## src/rtl/interboard_pkg.sv

```systemverilog
// rtl/interboard_pkg.sv - shared types, defaults and message field layout for interboard_link
package interboard_pkg;

  localparam int DEFAULT_DATA_W = 6;
  localparam int DEFAULT_MSG_W  = 24;

  // Number of DATA_W beats needed to carry a MSG_W payload
  function automatic int beats_f(input int msg_w, input int data_w);
    return (msg_w + data_w - 1) / data_w;
  endfunction

  localparam int DEFAULT_BEATS = beats_f(DEFAULT_MSG_W, DEFAULT_DATA_W);

  typedef enum logic [1:0] {
    TX_IDLE     = 2'd0,
    TX_SEND     = 2'd1,
    TX_WAIT_ACK = 2'd2,
    TX_WAIT_REL = 2'd3
  } tx_state_t;

  // Game message layout inside tx_msg / rx_msg (LSB offsets and widths)
  localparam int MSG_TYPE_LSB = 0;
  localparam int MSG_TYPE_W   = 4;
  localparam int CARD_LSB     = 4;
  localparam int CARD_W       = 6;
  localparam int BLOCK_X_LSB  = 10;
  localparam int BLOCK_X_W    = 4;
  localparam int BLOCK_Y_LSB  = 14;
  localparam int BLOCK_Y_W    = 4;
  localparam int SEL_LEN_LSB  = 18;
  localparam int SEL_LEN_W    = 4;
  localparam int MOVE_DIR_LSB = 22;
  localparam int MOVE_DIR_W   = 2;

  // Packs the game fields into a default-width message
  function automatic logic [DEFAULT_MSG_W-1:0] pack_msg(
    input logic [MSG_TYPE_W-1:0] msg_type,
    input logic [CARD_W-1:0]     card,
    input logic [BLOCK_X_W-1:0]  block_x,
    input logic [BLOCK_Y_W-1:0]  block_y,
    input logic [SEL_LEN_W-1:0]  sel_len,
    input logic [MOVE_DIR_W-1:0] move_dir
  );
    return {move_dir, sel_len, block_y, block_x, card, msg_type};
  endfunction

endpackage

```

## src/rtl/interboard_link_fifo.sv

```systemverilog
// rtl/interboard_link_fifo.sv - show-ahead synchronous FIFO with occupancy output
module interboard_link_fifo #(
  parameter int WIDTH = 24,
  parameter int DEPTH = 4
) (
  input  logic                       clk,
  input  logic                       rst_n,
  input  logic                       i_push,
  input  logic [WIDTH-1:0]           i_data,
  input  logic                       i_pop,
  output logic [WIDTH-1:0]           o_data,
  output logic                       o_full,
  output logic                       o_empty,
  output logic [$clog2(DEPTH):0]     o_level
);

  localparam int AW = $clog2(DEPTH);

  logic [WIDTH-1:0] r_mem [DEPTH];
  logic [AW-1:0]    r_wr_ptr;
  logic [AW-1:0]    r_rd_ptr;
  logic [AW:0]      r_level;
  logic             w_wr;
  logic             w_rd;

  assign o_full  = (r_level == (AW+1)'(DEPTH));
  assign o_empty = (r_level == '0);
  assign w_wr    = i_push && !o_full;
  assign w_rd    = i_pop && !o_empty;
  assign o_data  = r_mem[r_rd_ptr];
  assign o_level = r_level;

  // Storage array; contents need no reset because level gates every read
  always_ff @(posedge clk) begin
    if (w_wr) r_mem[r_wr_ptr] <= i_data;
  end

  // Pointers wrap naturally because DEPTH is a power of two
  always_ff @(posedge clk or negedge rst_n) begin
    if (!rst_n) begin
      r_wr_ptr <= '0;
      r_rd_ptr <= '0;
      r_level  <= '0;
    end else begin
      if (w_wr) r_wr_ptr <= r_wr_ptr + 1'b1;
      if (w_rd) r_rd_ptr <= r_rd_ptr + 1'b1;
      case ({w_wr, w_rd})
        2'b10:   r_level <= r_level + 1'b1;
        2'b01:   r_level <= r_level - 1'b1;
        default: r_level <= r_level;
      endcase
    end
  end

endmodule

```

## src/rtl/interboard_link.sv

```systemverilog
// rtl/interboard_link.sv - full-duplex Request/Ack message link; parity beat when INTERBOARD_LINK_PARITY_EN is defined
module interboard_link
  import interboard_pkg::*;
#(
  parameter int DATA_W      = DEFAULT_DATA_W,
  parameter int MSG_W       = DEFAULT_MSG_W,
  parameter int FIFO_DEPTH  = 4,
  parameter int TIMEOUT     = 1000000,
  parameter int SYNC_STAGES = 2
) (
  input  logic                          clk,
  input  logic                          rst,
  input  logic                          tx_valid,
  input  logic [MSG_W-1:0]              tx_msg,
  output logic                          tx_ready,
  output logic [$clog2(FIFO_DEPTH):0]   tx_level,
  output logic                          rx_valid,
  output logic [MSG_W-1:0]              rx_msg,
  input  logic                          Request_in,
  input  logic                          Ack_in,
  input  logic [DATA_W-1:0]             inter_data_in,
  output logic                          Request_out,
  output logic                          Ack_out,
  output logic [DATA_W-1:0]             inter_data_out,
  output logic                          link_busy,
  output logic                          tx_timeout_err,
  input  logic                          clr_err
`ifdef INTERBOARD_LINK_PARITY_EN
  ,
  output logic                          rx_parity_err
`endif
);

  localparam int BEATS = beats_f(MSG_W, DATA_W);
  localparam int PAD_W = BEATS * DATA_W;
`ifdef INTERBOARD_LINK_PARITY_EN
  localparam int FRAME_BEATS = BEATS + 1;
`else
  localparam int FRAME_BEATS = BEATS;
`endif
  localparam int BW = $clog2(FRAME_BEATS + 1);
  localparam int CW = $clog2(TIMEOUT + 1);

  // ---------------- input synchronisers ----------------
  logic [SYNC_STAGES-1:0] r_req_sync;
  logic [SYNC_STAGES-1:0] r_ack_sync;
  logic [DATA_W-1:0]      r_data_sync [SYNC_STAGES];
  logic                   w_req_s;
  logic                   w_ack_s;
  logic [DATA_W-1:0]      w_data_s;

  assign w_req_s  = r_req_sync[SYNC_STAGES-1];
  assign w_ack_s  = r_ack_sync[SYNC_STAGES-1];
  assign w_data_s = r_data_sync[SYNC_STAGES-1];

  // Data shares the request's depth so a captured beat lines up with its request
  always_ff @(posedge clk or negedge rst) begin
    if (!rst) begin
      r_req_sync <= '0;
      r_ack_sync <= '0;
      for (int i = 0; i < SYNC_STAGES; i++) r_data_sync[i] <= '0;
    end else begin
      r_req_sync[0]  <= Request_in;
      r_ack_sync[0]  <= Ack_in;
      r_data_sync[0] <= inter_data_in;
      for (int i = 1; i < SYNC_STAGES; i++) begin
        r_req_sync[i]  <= r_req_sync[i-1];
        r_ack_sync[i]  <= r_ack_sync[i-1];
        r_data_sync[i] <= r_data_sync[i-1];
      end
    end
  end

  // ---------------- TX message FIFO ----------------
  logic              r_out_en;
  logic              w_fifo_full;
  logic              w_fifo_empty;
  logic              w_push;
  logic              w_pop;
  logic [MSG_W-1:0]  w_fifo_data;

  assign tx_ready = r_out_en && !w_fifo_full;
  assign w_push   = tx_valid && tx_ready;

  // Holds tx_ready low while in reset and until the first edge after release
  always_ff @(posedge clk or negedge rst) begin
    if (!rst) r_out_en <= 1'b0;
    else      r_out_en <= 1'b1;
  end

  interboard_link_fifo #(
    .WIDTH (MSG_W),
    .DEPTH (FIFO_DEPTH)
  ) u_fifo (
    .clk     (clk),
    .rst_n   (rst),
    .i_push  (w_push),
    .i_data  (tx_msg),
    .i_pop   (w_pop),
    .o_data  (w_fifo_data),
    .o_full  (w_fifo_full),
    .o_empty (w_fifo_empty),
    .o_level (tx_level)
  );

  // ---------------- TX FSM ----------------
  tx_state_t         r_tx_state;
  logic [BW-1:0]     r_tx_beat;
  logic [PAD_W-1:0]  r_tx_shift;
  logic [DATA_W-1:0] r_tx_par;
  logic [CW-1:0]     r_tx_cnt;
  logic              r_req_out;
  logic [DATA_W-1:0] r_data_out;
  logic              r_tx_err;
  logic [PAD_W-1:0]  w_head_pad;
  logic [PAD_W-1:0]  w_shift_next;
  logic [DATA_W-1:0] w_next_data;
  logic              w_tx_last;
  logic              w_tx_to;

  assign w_head_pad   = PAD_W'(w_fifo_data);
  assign w_shift_next = r_tx_shift >> DATA_W;
  assign w_tx_last    = (r_tx_beat == BW'(FRAME_BEATS - 1));
  assign w_tx_to      = (((r_tx_state == TX_WAIT_ACK) && !w_ack_s) ||
                         ((r_tx_state == TX_WAIT_REL) &&  w_ack_s)) &&
                        (r_tx_cnt == CW'(TIMEOUT - 1));
  assign w_pop        = ((r_tx_state == TX_WAIT_REL) && !w_ack_s && w_tx_last) || w_tx_to;
  assign link_busy    = (r_tx_state != TX_IDLE) || !w_fifo_empty;

  // Next beat to drive: the following payload slice, or the running XOR as the parity beat
  always_comb begin
    w_next_data = w_shift_next[DATA_W-1:0];
`ifdef INTERBOARD_LINK_PARITY_EN
    if (r_tx_beat == BW'(BEATS - 1)) w_next_data = r_tx_par;
`endif
  end

  // Beat sequencer: load head, raise request, wait ack high, wait ack low, repeat per beat
  always_ff @(posedge clk or negedge rst) begin
    if (!rst) begin
      r_tx_state <= TX_IDLE;
      r_tx_beat  <= '0;
      r_tx_shift <= '0;
      r_tx_par   <= '0;
      r_tx_cnt   <= '0;
      r_req_out  <= 1'b0;
      r_data_out <= '0;
    end else begin
      case (r_tx_state)
        TX_IDLE: begin
          r_tx_cnt <= '0;
          if (!w_fifo_empty) begin
            r_tx_shift <= w_head_pad;
            r_data_out <= w_head_pad[DATA_W-1:0];
            r_tx_par   <= w_head_pad[DATA_W-1:0];
            r_tx_beat  <= '0;
            r_tx_state <= TX_SEND;
          end
        end
        TX_SEND: begin
          r_req_out  <= 1'b1;
          r_tx_cnt   <= '0;
          r_tx_state <= TX_WAIT_ACK;
        end
        TX_WAIT_ACK: begin
          if (w_ack_s) begin
            r_req_out  <= 1'b0;
            r_tx_cnt   <= '0;
            r_tx_state <= TX_WAIT_REL;
          end else if (w_tx_to) begin
            r_req_out  <= 1'b0;
            r_tx_state <= TX_IDLE;
          end else begin
            r_tx_cnt <= r_tx_cnt + 1'b1;
          end
        end
        TX_WAIT_REL: begin
          if (!w_ack_s) begin
            r_tx_cnt <= '0;
            if (w_tx_last) begin
              r_tx_state <= TX_IDLE;
            end else begin
              r_tx_beat  <= r_tx_beat + 1'b1;
              r_tx_shift <= w_shift_next;
              r_data_out <= w_next_data;
              r_tx_par   <= r_tx_par ^ w_next_data;
              r_tx_state <= TX_SEND;
            end
          end else if (w_tx_to) begin
            r_tx_state <= TX_IDLE;
          end else begin
            r_tx_cnt <= r_tx_cnt + 1'b1;
          end
        end
        default: r_tx_state <= TX_IDLE;
      endcase
    end
  end

  // Sticky timeout flag; a new timeout wins over a same-cycle clear
  always_ff @(posedge clk or negedge rst) begin
    if (!rst)          r_tx_err <= 1'b0;
    else if (w_tx_to)  r_tx_err <= 1'b1;
    else if (clr_err)  r_tx_err <= 1'b0;
  end

  assign Request_out    = r_req_out;
  assign inter_data_out = r_data_out;
  assign tx_timeout_err = r_tx_err;

  // ---------------- RX path ----------------
  logic              r_ack_out;
  logic [BW-1:0]     r_rx_beat;
  logic [PAD_W-1:0]  r_rx_buf;
  logic [MSG_W-1:0]  r_rx_msg;
  logic              r_rx_valid;
  logic              r_req_prev;
  logic [CW-1:0]     r_rx_cnt;
  logic              w_rx_cap;
  logic              w_rx_rel;
  logic              w_rx_last;
  logic              w_rx_hit;
  logic              w_rx_good;

  assign w_rx_cap  = w_req_s && !r_ack_out;
  assign w_rx_rel  = !w_req_s && r_ack_out;
  assign w_rx_last = (r_rx_beat == BW'(FRAME_BEATS - 1));
  assign w_rx_hit  = (r_rx_cnt >= CW'(TIMEOUT - 1));

  // Inactivity counter for a partial frame; restarts on every request rise
  always_ff @(posedge clk or negedge rst) begin
    if (!rst) begin
      r_req_prev <= 1'b0;
      r_rx_cnt   <= '0;
    end else begin
      r_req_prev <= w_req_s;
      if ((w_req_s && !r_req_prev) || (r_rx_beat == '0)) r_rx_cnt <= '0;
      else if (!w_rx_hit)                                r_rx_cnt <= r_rx_cnt + 1'b1;
    end
  end

  // Capture on request, release on request drop, deliver after the last beat, drop stale partials
  always_ff @(posedge clk or negedge rst) begin
    if (!rst) begin
      r_ack_out  <= 1'b0;
      r_rx_beat  <= '0;
      r_rx_buf   <= '0;
      r_rx_msg   <= '0;
      r_rx_valid <= 1'b0;
    end else begin
      r_rx_valid <= 1'b0;
      if (w_rx_cap) begin
        r_ack_out <= 1'b1;
        for (int b = 0; b < BEATS; b++)
          if (r_rx_beat == BW'(b)) r_rx_buf[b*DATA_W +: DATA_W] <= w_data_s;
      end else if (w_rx_rel) begin
        r_ack_out <= 1'b0;
        if (w_rx_last) begin
          r_rx_beat <= '0;
          if (w_rx_good) begin
            r_rx_msg   <= r_rx_buf[MSG_W-1:0];
            r_rx_valid <= 1'b1;
          end
        end else begin
          r_rx_beat <= r_rx_beat + 1'b1;
        end
      end else if ((r_rx_beat != '0) && w_rx_hit) begin
        r_rx_beat <= '0;
      end
    end
  end

`ifdef INTERBOARD_LINK_PARITY_EN
  logic [DATA_W-1:0] r_rx_xor;
  logic              r_rx_par_ok;
  logic              r_rx_par_err;

  assign w_rx_good     = r_rx_par_ok;
  assign rx_parity_err = r_rx_par_err;

  // Running XOR of payload beats, compared against the trailing parity beat
  always_ff @(posedge clk or negedge rst) begin
    if (!rst) begin
      r_rx_xor     <= '0;
      r_rx_par_ok  <= 1'b0;
      r_rx_par_err <= 1'b0;
    end else begin
      if (w_rx_cap) begin
        if (r_rx_beat == BW'(BEATS)) r_rx_par_ok <= (r_rx_xor == w_data_s);
        else if (r_rx_beat == '0)    r_rx_xor    <= w_data_s;
        else                         r_rx_xor    <= r_rx_xor ^ w_data_s;
      end
      if (w_rx_rel && w_rx_last && !r_rx_par_ok) r_rx_par_err <= 1'b1;
      else if (clr_err)                          r_rx_par_err <= 1'b0;
    end
  end
`else
  assign w_rx_good = 1'b1;
`endif

  assign Ack_out  = r_ack_out;
  assign rx_msg   = r_rx_msg;
  assign rx_valid = r_rx_valid;

endmodule
```

## config.mk

```make
export PLATFORM = sky130hd
export DESIGN_NAME = interboard_link
export DESIGN_NICKNAME = d
export VERILOG_FILES = /design/src/rtl/interboard_pkg.sv /design/src/rtl/interboard_link_fifo.sv /design/src/rtl/interboard_link.sv
export SDC_FILE = /design/constraint.sdc
export NUM_CORES = 1
export LEC_CHECK = 0
export CORE_ASPECT_RATIO = 1.75
export CORE_MARGIN = 10
export CORE_UTILIZATION = 45
export CTS_BUF_LIST = sky130_fd_sc_hd__clkbuf_4 sky130_fd_sc_hd__clkbuf_8
export DETAILED_ROUTE_END_ITERATION = 10
export DONT_BUFFER_PORTS = 1
export PLACE_DENSITY_LB_ADDON = 0.12
export SLEW_MARGIN = 20
export SYNTH_ARGS = -nofsm -noshare
export SYNTH_HDL_FRONTEND = slang
export SYNTH_SLANG_ARGS = --single-unit
```

## constraint.sdc

```tcl
create_clock -name clk -period 2.7 [get_ports clk]
set_clock_uncertainty 0.2 [all_clocks]
set_input_delay 0.27 -clock clk [delete_from_list [all_inputs] [get_ports clk]]
set_output_delay 0.27 -clock clk [all_outputs]
set_load 0.03 [all_outputs]
```

==> results.json, run 1 <==
{
  "swShare_pct": 32.3,
  "cap_viol_max_count": 0,
  "antenna_found_initial": 1,
  "cts-root-buf": "clkbuf_8",
  "core_area_mm2": 0.0223,
  "io-pin-count": 75,
  "path_max_fanout": 3,
  "critPathCaptureType": "register",
  "grt_pass1_wl_mm": 33.3,
  "internal-power_mw": 8.03,
  "ys.warnings.count": 0,
  "die_y_um": 219,
  "wire_per_inst_um": 18.0,
  "cts.clk_slew.worst_paths_ns": 0.06,
  "finalSetupViolations": 1,
  "power_frac_seq_pct": 48.2,
  "synth-edff-count": 96,
  "maxSlewHeadroom_pct": 62.2,
  "worst_ep_arrival_time_ns": 3.03,
  "cts.sinks": 245,
  "num_rows": 72,
  "worst_skew_pair.late_latency_ns": 0.53,
  "hold_viol": 149,
  "grt_setup_unrepaired": "yes",
  "final_max_slew_viol_count": 0,
  "p_clk_share_pct": 27.3,
  "dp_hpwl_mm": 13.7,
  "status": "complete, but fails checks",
  "syn_nets": 772,
  "viasPerCell": 5.33,
  "synth_cells": 719,
  "period_share_pct": 103,
  "overflow": 0,
  "setup_ws_ns": -0.0767,
  "max_freq_ghz": 0.360,
  "async_reset_ff_share_pct": 60.8,
  "synthFlopType": "dfrtp_1",
  "syn_area_per_cell_um2": 14.2,
  "vias": 6047,
  "final_common_cell": "dfrtp_1",
  "layout_common_cells": "149 x dfrtp_1, 96 x edfxtp_1, 57 x nand2_1",
  "htree_levels": 2,
  "hp-class": "in2async",
  "gp_congestion": 0.790,
  "worst_pin_slew_ns": 0.563,
  "fp.dieArea_mm2": 0.0293,
  "cts_tree": "built",
  "cp.required_ns": 2.95,
  "seq_area_frac_synth_pct": 64.8,
  "initial_core_util_pct": 45.9,
  "fin_total_pwr_mw": 11.9,
  "drt-total-wl_mm": 20.4,
  "remaining_drc_errors": 0,
  "layout-drive-gt1-share_pct": 25.3,
  "grt_max_degree": 150,
  "post-place-cells": 1027,
  "ctsHoldBuffers": 34,
  "layout.nets": 861,
  "cts_max_path_buffers": 3,
  "hold_ws_ns": -0.755,
  "vdd_drop_max_mv": 0.535,
  "syn_area_mm2": 0.0102,
  "dr.pass1.iters": 4,
  "final_antenna_net_count": 0,
  "numPortBuffers": 0,
  "net-switching-power_mw": 3.84,
  "grtUsageTotal_pct": 14.2,
  "start_kind": "register",
  "leakage_nw": 4.78,
  "cts_inserted_buffers": 38,
  "fp.dieW_um": 134,
  "p_per_area_mw_per_mm2": 992,
  "share_comb_of_total_power_pct": 24.5,
  "violations": "negative hold slack, negative setup slack",
  "grt_pass1_vias": 6531,
  "ys_ff_latch": 245,
  "synth.distinct_cells": 62,
  "path_class": "reg2reg",
  "final_cells": 1134,
  "synthToLayoutAreaGrowth_pct": 17.3,
  "drt_iter0_drc": 287,
  "fin_crit_ns": 2.78
}
## path summary, 6_finish.rpt
path                       cells after the start           start                end  slack (ns)
min reg2reg                                    0  r_data_sync[6]        w_data_s[0]        0.15
max                                           10    r_tx_cnt[10]  u_fifo.o_level[2]       -0.08
min                                            0             rst       r_tx_cnt[19]       -0.76
max in group asynchronous                      0             rst      r_tx_shift[0]        2.78
max reg2reg                                   10    r_tx_cnt[10]  u_fifo.o_level[2]       -0.08
min in group clk                               1          Ack_in      r_ack_sync[0]        0.10
## stage by stage
stage	cell area [um2]	setup WS, ns	setup TNS (ns)	hold WS [ns]	utilization [%]
2_1_floorplan	10200	-0.174	-0.307	-0.226	-
3_3_place_gp	10800	-0.231	-0.336	-0.213	48.4
3_5_place_dp	10800	-0.267	-0.412	-0.212	48.4
4_1_cts	11900	-0.131	-0.131	-0.803	53.6
5_1_grt	12000	-0.170	-0.170	-0.805	53.8
6_report	12000	-0.0767	-0.0767	-0.755	53.8
## final cells by class
| class | count | area, um2 |
|---|---|---|
| sequential | 245 | 6610 |
| clock buffer | 58 | 711 |
| inverter | 22 | 82.6 |
| tap | 296 | 370 |
| fill | 1908 | 10300 |
| timing repair buffer | 81 | 718 |
| multi-input combinational | 420 | 3370 |
| antenna | 1 | 2.50 |
| clock inverter | 11 | 110 |
## state kept, by name (all words and copies together) (netlist names), 2 cells and up
name / flops
w_data_s: 6
r_data_sync: 6
r_ack_sync: 2
r_tx_beat: 3
rx_msg: 24
r_rx_buf: 24
r_tx_cnt: 20
r_rx_beat: 3
r_tx_state: 2
r_tx_shift: 24
r_req_sync: 2
r_rx_cnt: 20
u_fifo.r_rd_ptr: 2
u_fifo.r_wr_ptr: 2
u_fifo.r_mem: 96
u_fifo.o_level: 3
## power groups by stage
| stage | logic (mW) | registers [mW] | clock network [mW] |
|---|---|---|---|
| finish | 2.91 | 5.72 | 3.25 |
| global route | 3.27 | 5.83 | 3.55 |
| CTS | 2.98 | 5.76 | 3.38 |
| detailed placement | 2.92 | 5.83 | 0 |
| global placement | 2.81 | 5.79 | 0 |
| floorplan | 2.34 | 5.55 | 0 |
## per-layer routing
metal  wire length (um)  global-route usage [%]  up-vias
met1               7000                    13.8     3062
met3               1010                    3.77       38
met2              12000                    27.8      115
met5                  0                       0        -
met4                382                    4.70        0
li1                   -                       -     2832
## critical path, stage by stage, from the launching register on
cell,delay (ns)
dfrtp_1,0.40
nand2b_4,0.14
or4_1,0.39
or4_4,0.46
a21oi_4,0.18
ha_4,0.16
inv_2,0.03
fa_2,0.32
xor2_1,0.14
nor2_1,0.12
xor2_1,0.16
## synth_stat cells, drive strengths merged (12+ instances only)
master | count | area (um2)
nand3 | 18 | 95.1
edfxtp | 96 | 2880
dfrtp | 149 | 3730
a21oi | 28 | 144
clkbuf | 18 | 108
ha | 16 | 200
buf | 14 | 96.3
xor2 | 15 | 131
mux2i | 21 | 210
and3 | 12 | 75.1
inv | 22 | 82.6
nand2 | 57 | 214
o21ai | 47 | 235
nor2 | 29 | 109
mux4 | 24 | 541
mux2 | 49 | 552
or3 | 14 | 88.8
## cell families after synthesis
logic type / synth area share (%)
flops: 64.8
simple gates: 9.12
other cells: 0.0367
buf+inv: 2.81
compound gates: 6.35
fa+ha+maj: 2.26
mux: 12.8
xor+xnor: 1.89
## timing repair
item | 4_1_cts | 5_1_grt
gates resized for setup | 2 | 3
hold endpoints to repair | 256 | 149
pin swaps | 7 | 2
gates cloned | 0 | 0
setup endpoints to repair | 2 | 2
setup buffers | 1 | 2
(Power assumes the default switching activity.)
==> run 2: changes to the inputs <==
--- a/config.mk
+++ b/config.mk
@@ -6,12 +6,11 @@
 export NUM_CORES = 1
 export LEC_CHECK = 0
 export CORE_ASPECT_RATIO = 1.75
-export CORE_MARGIN = 10
 export CORE_UTILIZATION = 45
 export CTS_BUF_LIST = sky130_fd_sc_hd__clkbuf_4 sky130_fd_sc_hd__clkbuf_8
 export DETAILED_ROUTE_END_ITERATION = 10
 export DONT_BUFFER_PORTS = 1
-export PLACE_DENSITY_LB_ADDON = 0.12
+export PLACE_DENSITY = 0.66
 export SLEW_MARGIN = 20
 export SYNTH_ARGS = -nofsm -noshare
 export SYNTH_HDL_FRONTEND = slang
==> run 2 against run 1 <==
The flow still finishes with violations (negative hold slack, negative setup slack). Setup slack got worse by 0.13 ns. Die area is 21% lower. Core utilization down 0.052 points. Flip-flop and latch count unchanged. Total power decreased by 0.99%. Sequential power grew 0.7%. Final area shrank 0.50%. Via count increased by 0.69%. Cell count shrank 0.62%. Wire length fell by 0.76%. Fmax is 4.4% lower. Highest routed layer unchanged.
==> results.json, run 2 (synthesized netlist as in run 1, its figures left out) <==
{
  "fp.dieW_um": 116,
  "hp-class": "in2async",
  "nFillCells": 1882,
  "finish.utilization_pct": 53.7,
  "drt-total-wl_mm": 20.2,
  "violations": "negative hold slack, negative setup slack",
  "dr.pass1.iters": 4,
  "path_class": "reg2reg",
  "max_stage_delay_ns": 0.55,
  "net-switching-power_mw": 3.86,
  "overflow": 0,
  "antenna_found_initial": 0,
  "setup_ws_ns": -0.205,
  "finalSetupViolations": 2,
  "gp_congestion": 0.839,
  "share_comb_of_total_power_pct": 24.6,
  "p_clk_share_pct": 26.4,
  "cp_slowest_cell": "or4_4",
  "internal-power_mw": 7.90,
  "htree_levels": 2,
  "dpl-instance-area_mm2": 0.0108,
  "layout-drive-gt1-share_pct": 24.5,
  "worst_ep_arrival_time_ns": 3.16,
  "fin_crit_ns": 2.91,
  "layout.nets": 860,
  "cts.sinks": 245,
  "fp.dieArea_mm2": 0.0233,
  "die_y_um": 201,
  "max_freq_ghz": 0.344,
  "status": "complete, but fails checks",
  "viasPerCell": 5.40,
  "regMostFlops": "u_fifo.r_mem",
  "drt_iter0_drc": 223,
  "swShare_pct": 32.8,
  "num_rows": 72,
  "hold_viol": 149,
  "multiInputGateArea_mm2": 0.00336,
  "largest_reg_flops": 96,
  "worst_pin_slew_ns": 0.995,
  "cap_viol_max_count": 0,
  "worstPathCellList": "nand2b_4, or4_4, or4_4, a21oi_4, ha_4, inv_2, fa_2, xor2_1, nor2_1, xor2_1",
  "cts_inserted_buffers": 37,
  "final_common_cell": "dfrtp_1",
  "path_max_fanout": 2,
  "diodes": 0,
  "layout_common_cells": "149 x dfrtp_1, 96 x edfxtp_1, 57 x nand2_1",
  "remaining_drc_errors": 0,
  "grt_setup_unrepaired": "yes",
  "ctsHoldBuffers": 34,
  "cp.required_ns": 2.95,
  "period_share_pct": 108,
  "hold_ws_ns": -0.761,
  "grt_pass1_vias": 6728,
  "numPortBuffers": 0,
  "final_max_slew_viol_count": 0,
  "power_frac_seq_pct": 49.0,
  "core_area_mm2": 0.0222,
  "dpl_worst_slack_ns": -0.253,
  "seq_area_mm2": 0.00661,
  "p_per_area_mw_per_mm2": 987,
  "critPathCaptureType": "register",
  "grtUsageTotal_pct": 18.5,
  "grt_pass1_wl_mm": 33.1,
  "vdd_drop_max_mv": 0.684,
  "cts_tree": "built",
  "wire_per_inst_um": 17.9,
  "cts.clk_slew.worst_paths_ns": 0.06,
  "synthToLayoutAreaGrowth_pct": 16.7,
  "vias": 6089,
  "cts-root-buf": "clkbuf_8",
  "io-pin-count": 75,
  "leakage_nw": 4.75,
  "fin_area_mm2": 0.0119,
  "worst_skew_pair.late_latency_ns": 0.53,
  "initial_core_util_pct": 46.1,
  "dp_hpwl_mm": 13.3,
  "cts_max_path_buffers": 3,
  "final_antenna_net_count": 0,
  "start_kind": "register",
  "grt_max_degree": 150,
  "maxSlewHeadroom_pct": 33.2
}
run 2: worst paths after layout:
path	depth (start not counted)	end	slack, ns	start
worst max-delay path	10	u_fifo.o_level[2]	-0.21	r_tx_cnt[10]
worst max register to register	10	u_fifo.o_level[2]	-0.21	r_tx_cnt[10]
min in group clk	1	r_data_sync[10]	0.10	inter_data_in[4]
max in group asynchronous	0	rx_msg[10]	2.76	rst
worst min-delay path	0	r_tx_cnt[14]	-0.76	rst
worst min register to register	0	w_data_s[4]	0.15	r_data_sync[10]
run 2: power by group through the flow:
stage / clock network, mW / registers [mW] / logic (mW)
after floorplan: 0 / 5.55 / 2.34
after global placement: 0 / 5.80 / 2.76
after detailed placement: 0 / 5.85 / 2.89
after CTS: 3.20 / 5.78 / 2.95
after global routing: 3.35 / 5.87 / 3.20
final: 3.10 / 5.76 / 2.89
run 2: per-layer routing:
metal / track usage, % / vias up / wire length [um]
met3: 4.04 / 49 / 873
met1: 18.0 / 3094 / 6960
met5: 0 / - / 0
met4: 7.88 / 0 / 601
met2: 36.0 / 122 / 11800
li1: - / 2824 / -
run 2: final cells by class:
cell class	count	share of cell area, %
sequential	245	55.5
multi-input combinational	420	28.2
timing repair buffer	81	6.13
clock buffer	57	5.85
tap	296	3.11
inverter	22	0.693
clock inverter	6	0.483
run 2: per-stage QoR:
stage	hold slack (ns)	std cells	power (mW)	setup TNS, ns
3_3_place_gp	-0.223	1026	8.57	-0.249
4_1_cts	-0.811	1126	11.9	-0.262
6_report	-0.761	1127	11.8	-0.257
3_5_place_dp	-0.218	1026	8.74	-0.379
5_1_grt	-0.797	1127	12.4	-0.382
2_1_floorplan	-0.226	719	7.89	-0.307
run 2: timing repair:
item	4_1_cts	5_1_grt
endpoints found under the setup margin	2	4
buffers inserted	3	1
pin swaps	9	4
resized for setup	2	2
hold endpoints to repair	256	149
run 2: critical path: cells and delay by family, from the launching register on:
| kind | cells | cell delay, ns |
|---|---|---|
| AO/OA/AOI/OAI | 1 | 0.17 |
| XOR/XNOR | 2 | 0.31 |
| adder cells (fa/ha/maj) | 2 | 0.48 |
| buffers and inverters | 1 | 0.04 |
| flip-flops | 1 | 0.39 |
| AND/OR/NAND/NOR | 4 | 1.23 |
==> run 3: changes to the inputs <==
--- a/config.mk
+++ b/config.mk
@@ -7,7 +7,6 @@
 export LEC_CHECK = 0
 export CORE_ASPECT_RATIO = 1.75
 export CORE_UTILIZATION = 45
-export CTS_BUF_LIST = sky130_fd_sc_hd__clkbuf_4 sky130_fd_sc_hd__clkbuf_8
 export DETAILED_ROUTE_END_ITERATION = 10
 export DONT_BUFFER_PORTS = 1
 export PLACE_DENSITY = 0.66
==> constraint.sdc (replaced) <==
create_clock -name clk -period 2.7 [get_ports clk]
set_clock_uncertainty 0.2 [all_clocks]
set_input_delay 0.27 -clock clk [delete_from_list [all_inputs] [get_ports clk]]
set_output_delay 0.27 -clock clk [all_outputs]
set_load 0.01 [all_outputs]
==> run 3 against run 2 <==
The run still ends with negative hold slack, negative setup slack left. Clock-buffer cell count is 31 lower. Wire length is 1.2% higher. Die area stayed put. Critical path depth stayed put. Clock power is 9.0% higher. Fmax is 0.73% lower. Setup slack worse by 0.021 ns. Cell count is 1.5% lower. Final area is 0.37% higher. Sequential power is 6.1% lower. Hold slack better by 0.0061 ns. Core utilization is 0.20 points higher. Largest power group unchanged.
==> results.json, run 3 (synthesized netlist as in run 1, its figures left out) <==
{
  "dpl-instance-area_mm2": 0.0108,
  "fin_area_mm2": 0.0120,
  "worst-path-buf-inv": 1,
  "diodes": 0,
  "cts_max_path_buffers": 3,
  "internal-power_mw": 8.10,
  "gp_congestion": 0.815,
  "finalSetupViolations": 1,
  "drt_iter0_drc": 262,
  "remaining_drc_errors": 0,
  "power_frac_seq_pct": 46.4,
  "cp_top_family": "simple AND/OR/NAND/NOR gates",
  "cts_tree": "built",
  "overflow": 0,
  "fp.dieW_um": 116,
  "max_stage_delay_ns": 0.46,
  "period_share_pct": 108,
  "net-switching-power_mw": 3.55,
  "wl_met1_mm": 7.35,
  "hold_viol": 149,
  "io-pin-count": 75,
  "final_common_cell": "dfrtp_1",
  "cp.required_ns": 2.93,
  "layout_common_cells": "149 x dfrtp_1, 96 x edfxtp_1, 57 x nand2_1",
  "leakage_nw": 4.74,
  "drt-total-wl_mm": 20.4,
  "status": "complete, but fails checks",
  "fp.dieArea_mm2": 0.0233,
  "cp_slowest_cell": "or4_4",
  "vias": 6063,
  "cts.sinks": 245,
  "violations": "negative hold slack, negative setup slack",
  "swShare_pct": 30.5,
  "wire_per_inst_um": 18.4,
  "start_kind": "register",
  "fin_crit_ns": 2.93,
  "maxSlewHeadroom_pct": 47.0,
  "largest_reg_flops": 96,
  "cap_viol_max_count": 0,
  "path_class": "reg2reg",
  "dr.pass1.iters": 4,
  "wl_met2_mm": 11.7,
  "worst_pin_slew_ns": 0.794,
  "htree_levels": 1,
  "hp-class": "in2async",
  "regMostFlops": "u_fifo.r_mem",
  "setup_ws_ns": -0.226,
  "tns_ns": -0.226,
  "num_rows": 72,
  "maxUsedRoutingLayer": "met4",
  "cts-root-buf": "clkbuf_16",
  "cts_inserted_buffers": 24,
  "cpMostUsedCell": "xor2_1",
  "max_freq_ghz": 0.342,
  "final_max_slew_viol_count": 0,
  "core_area_mm2": 0.0222,
  "ctsHoldBuffers": 34,
  "initial_core_util_pct": 46.1,
  "grt_max_degree": 150,
  "path_max_fanout": 2,
  "worst_skew_pair.late_latency_ns": 0.52,
  "layout-drive-gt1-share_pct": 22.5,
  "worst_ep_arrival_time_ns": 3.16,
  "worstPathCellList": "nand2b_4, or4_1, or4_4, a21oi_4, ha_4, inv_2, fa_2, xor2_1, nor2_1, xor2_1",
  "viasPerCell": 5.46,
  "grt_pass1_wl_mm": 33.3,
  "share_comb_of_total_power_pct": 24.5,
  "layout.nets": 849,
  "numPortBuffers": 0,
  "vdd_drop_max_mv": 0.657,
  "dpl_worst_slack_ns": -0.346,
  "p_clk_share_pct": 29.1,
  "hold_ws_ns": -0.755,
  "antenna_found_initial": 0,
  "finish.utilization_pct": 53.9,
  "die_y_um": 201,
  "grt_pass1_vias": 6652,
  "grtUsageTotal_pct": 18.4,
  "final_antenna_net_count": 0,
  "p_per_area_mw_per_mm2": 974,
  "critPathCaptureType": "register",
  "dp_hpwl_mm": 13.5,
  "cts.clk_slew.worst_paths_ns": 0.07,
  "synthToLayoutAreaGrowth_pct": 17.1,
  "grt_setup_unrepaired": "yes",
  "met3RoutedLength_um": 852
}
run 3: cell types whose count changed in the layout (fill, tap and decap cells not counted), sizes merged:
| cell | before | now |
|---|---|---|
| clkinvlp | 2 | 7 |
| bufinv | 1 | 3 |
| inv | 22 | 25 |
| buf | 47 | 49 |
| clkinv | 3 | 5 |
| clkbuf | 57 | 26 |
run 3: per-layer routing:
metal | vias up | track usage [%]
met1 | 3101 | 19.2
met2 | 122 | 35.6
met5 | - | 0
met4 | 0 | 5.91
li1 | 2798 | -
met3 | 42 | 3.46
run 3: power by group through the flow:
stage,sequential (mW),combinational (mW),clock (mW)
floorplan,5.23,2.26,0
global placement,5.45,2.69,0
detailed placement,5.49,2.84,0
CTS,5.42,2.90,3.49
global route,5.52,3.17,3.63
finish,5.41,2.86,3.38
run 3: path summary, 6_finish.rpt:
check	depth (start not counted)	start	to	slack, ns
setup / recovery	10	r_tx_cnt[10]	u_fifo.o_level[2]	-0.23
hold / removal	0	rst	r_tx_cnt[15]	-0.75
max in group asynchronous	0	rst	rx_msg[21]	2.84
setup reg to reg	10	r_tx_cnt[10]	u_fifo.o_level[2]	-0.23
min in group clk	1	Ack_in	r_ack_sync[0]	0.11
hold reg to reg	0	r_data_sync[8]	w_data_s[2]	0.15
run 3: timing repair:
item / 4_1_cts / 5_1_grt
setup endpoints to repair: 2 / 3
buffers inserted: 1 / 3
cloned: 0 / 0
pin swaps: 7 / 5
hold endpoints to repair: 256 / 149
resized for setup: 1 / 2
run 3: final cells by class:
type                       count  area (um2)
clock buffer                  26         608
clock inverter                18         200
fill                        1850       10200
inverter                      22        82.6
multi-input combinational    420        3350
sequential                   245        6610
tap                          296         370
timing repair buffer          83         733
run 3: metrics by stage:
step / cells / total power, mW / hold WS, ns
floorplan: 719 / 7.49 / -0.226
global placement: 1028 / 8.14 / -0.218
detailed placement: 1028 / 8.33 / -0.218
CTS: 1107 / 11.8 / -0.775
global route: 1110 / 12.3 / -0.786
finish: 1110 / 11.6 / -0.755
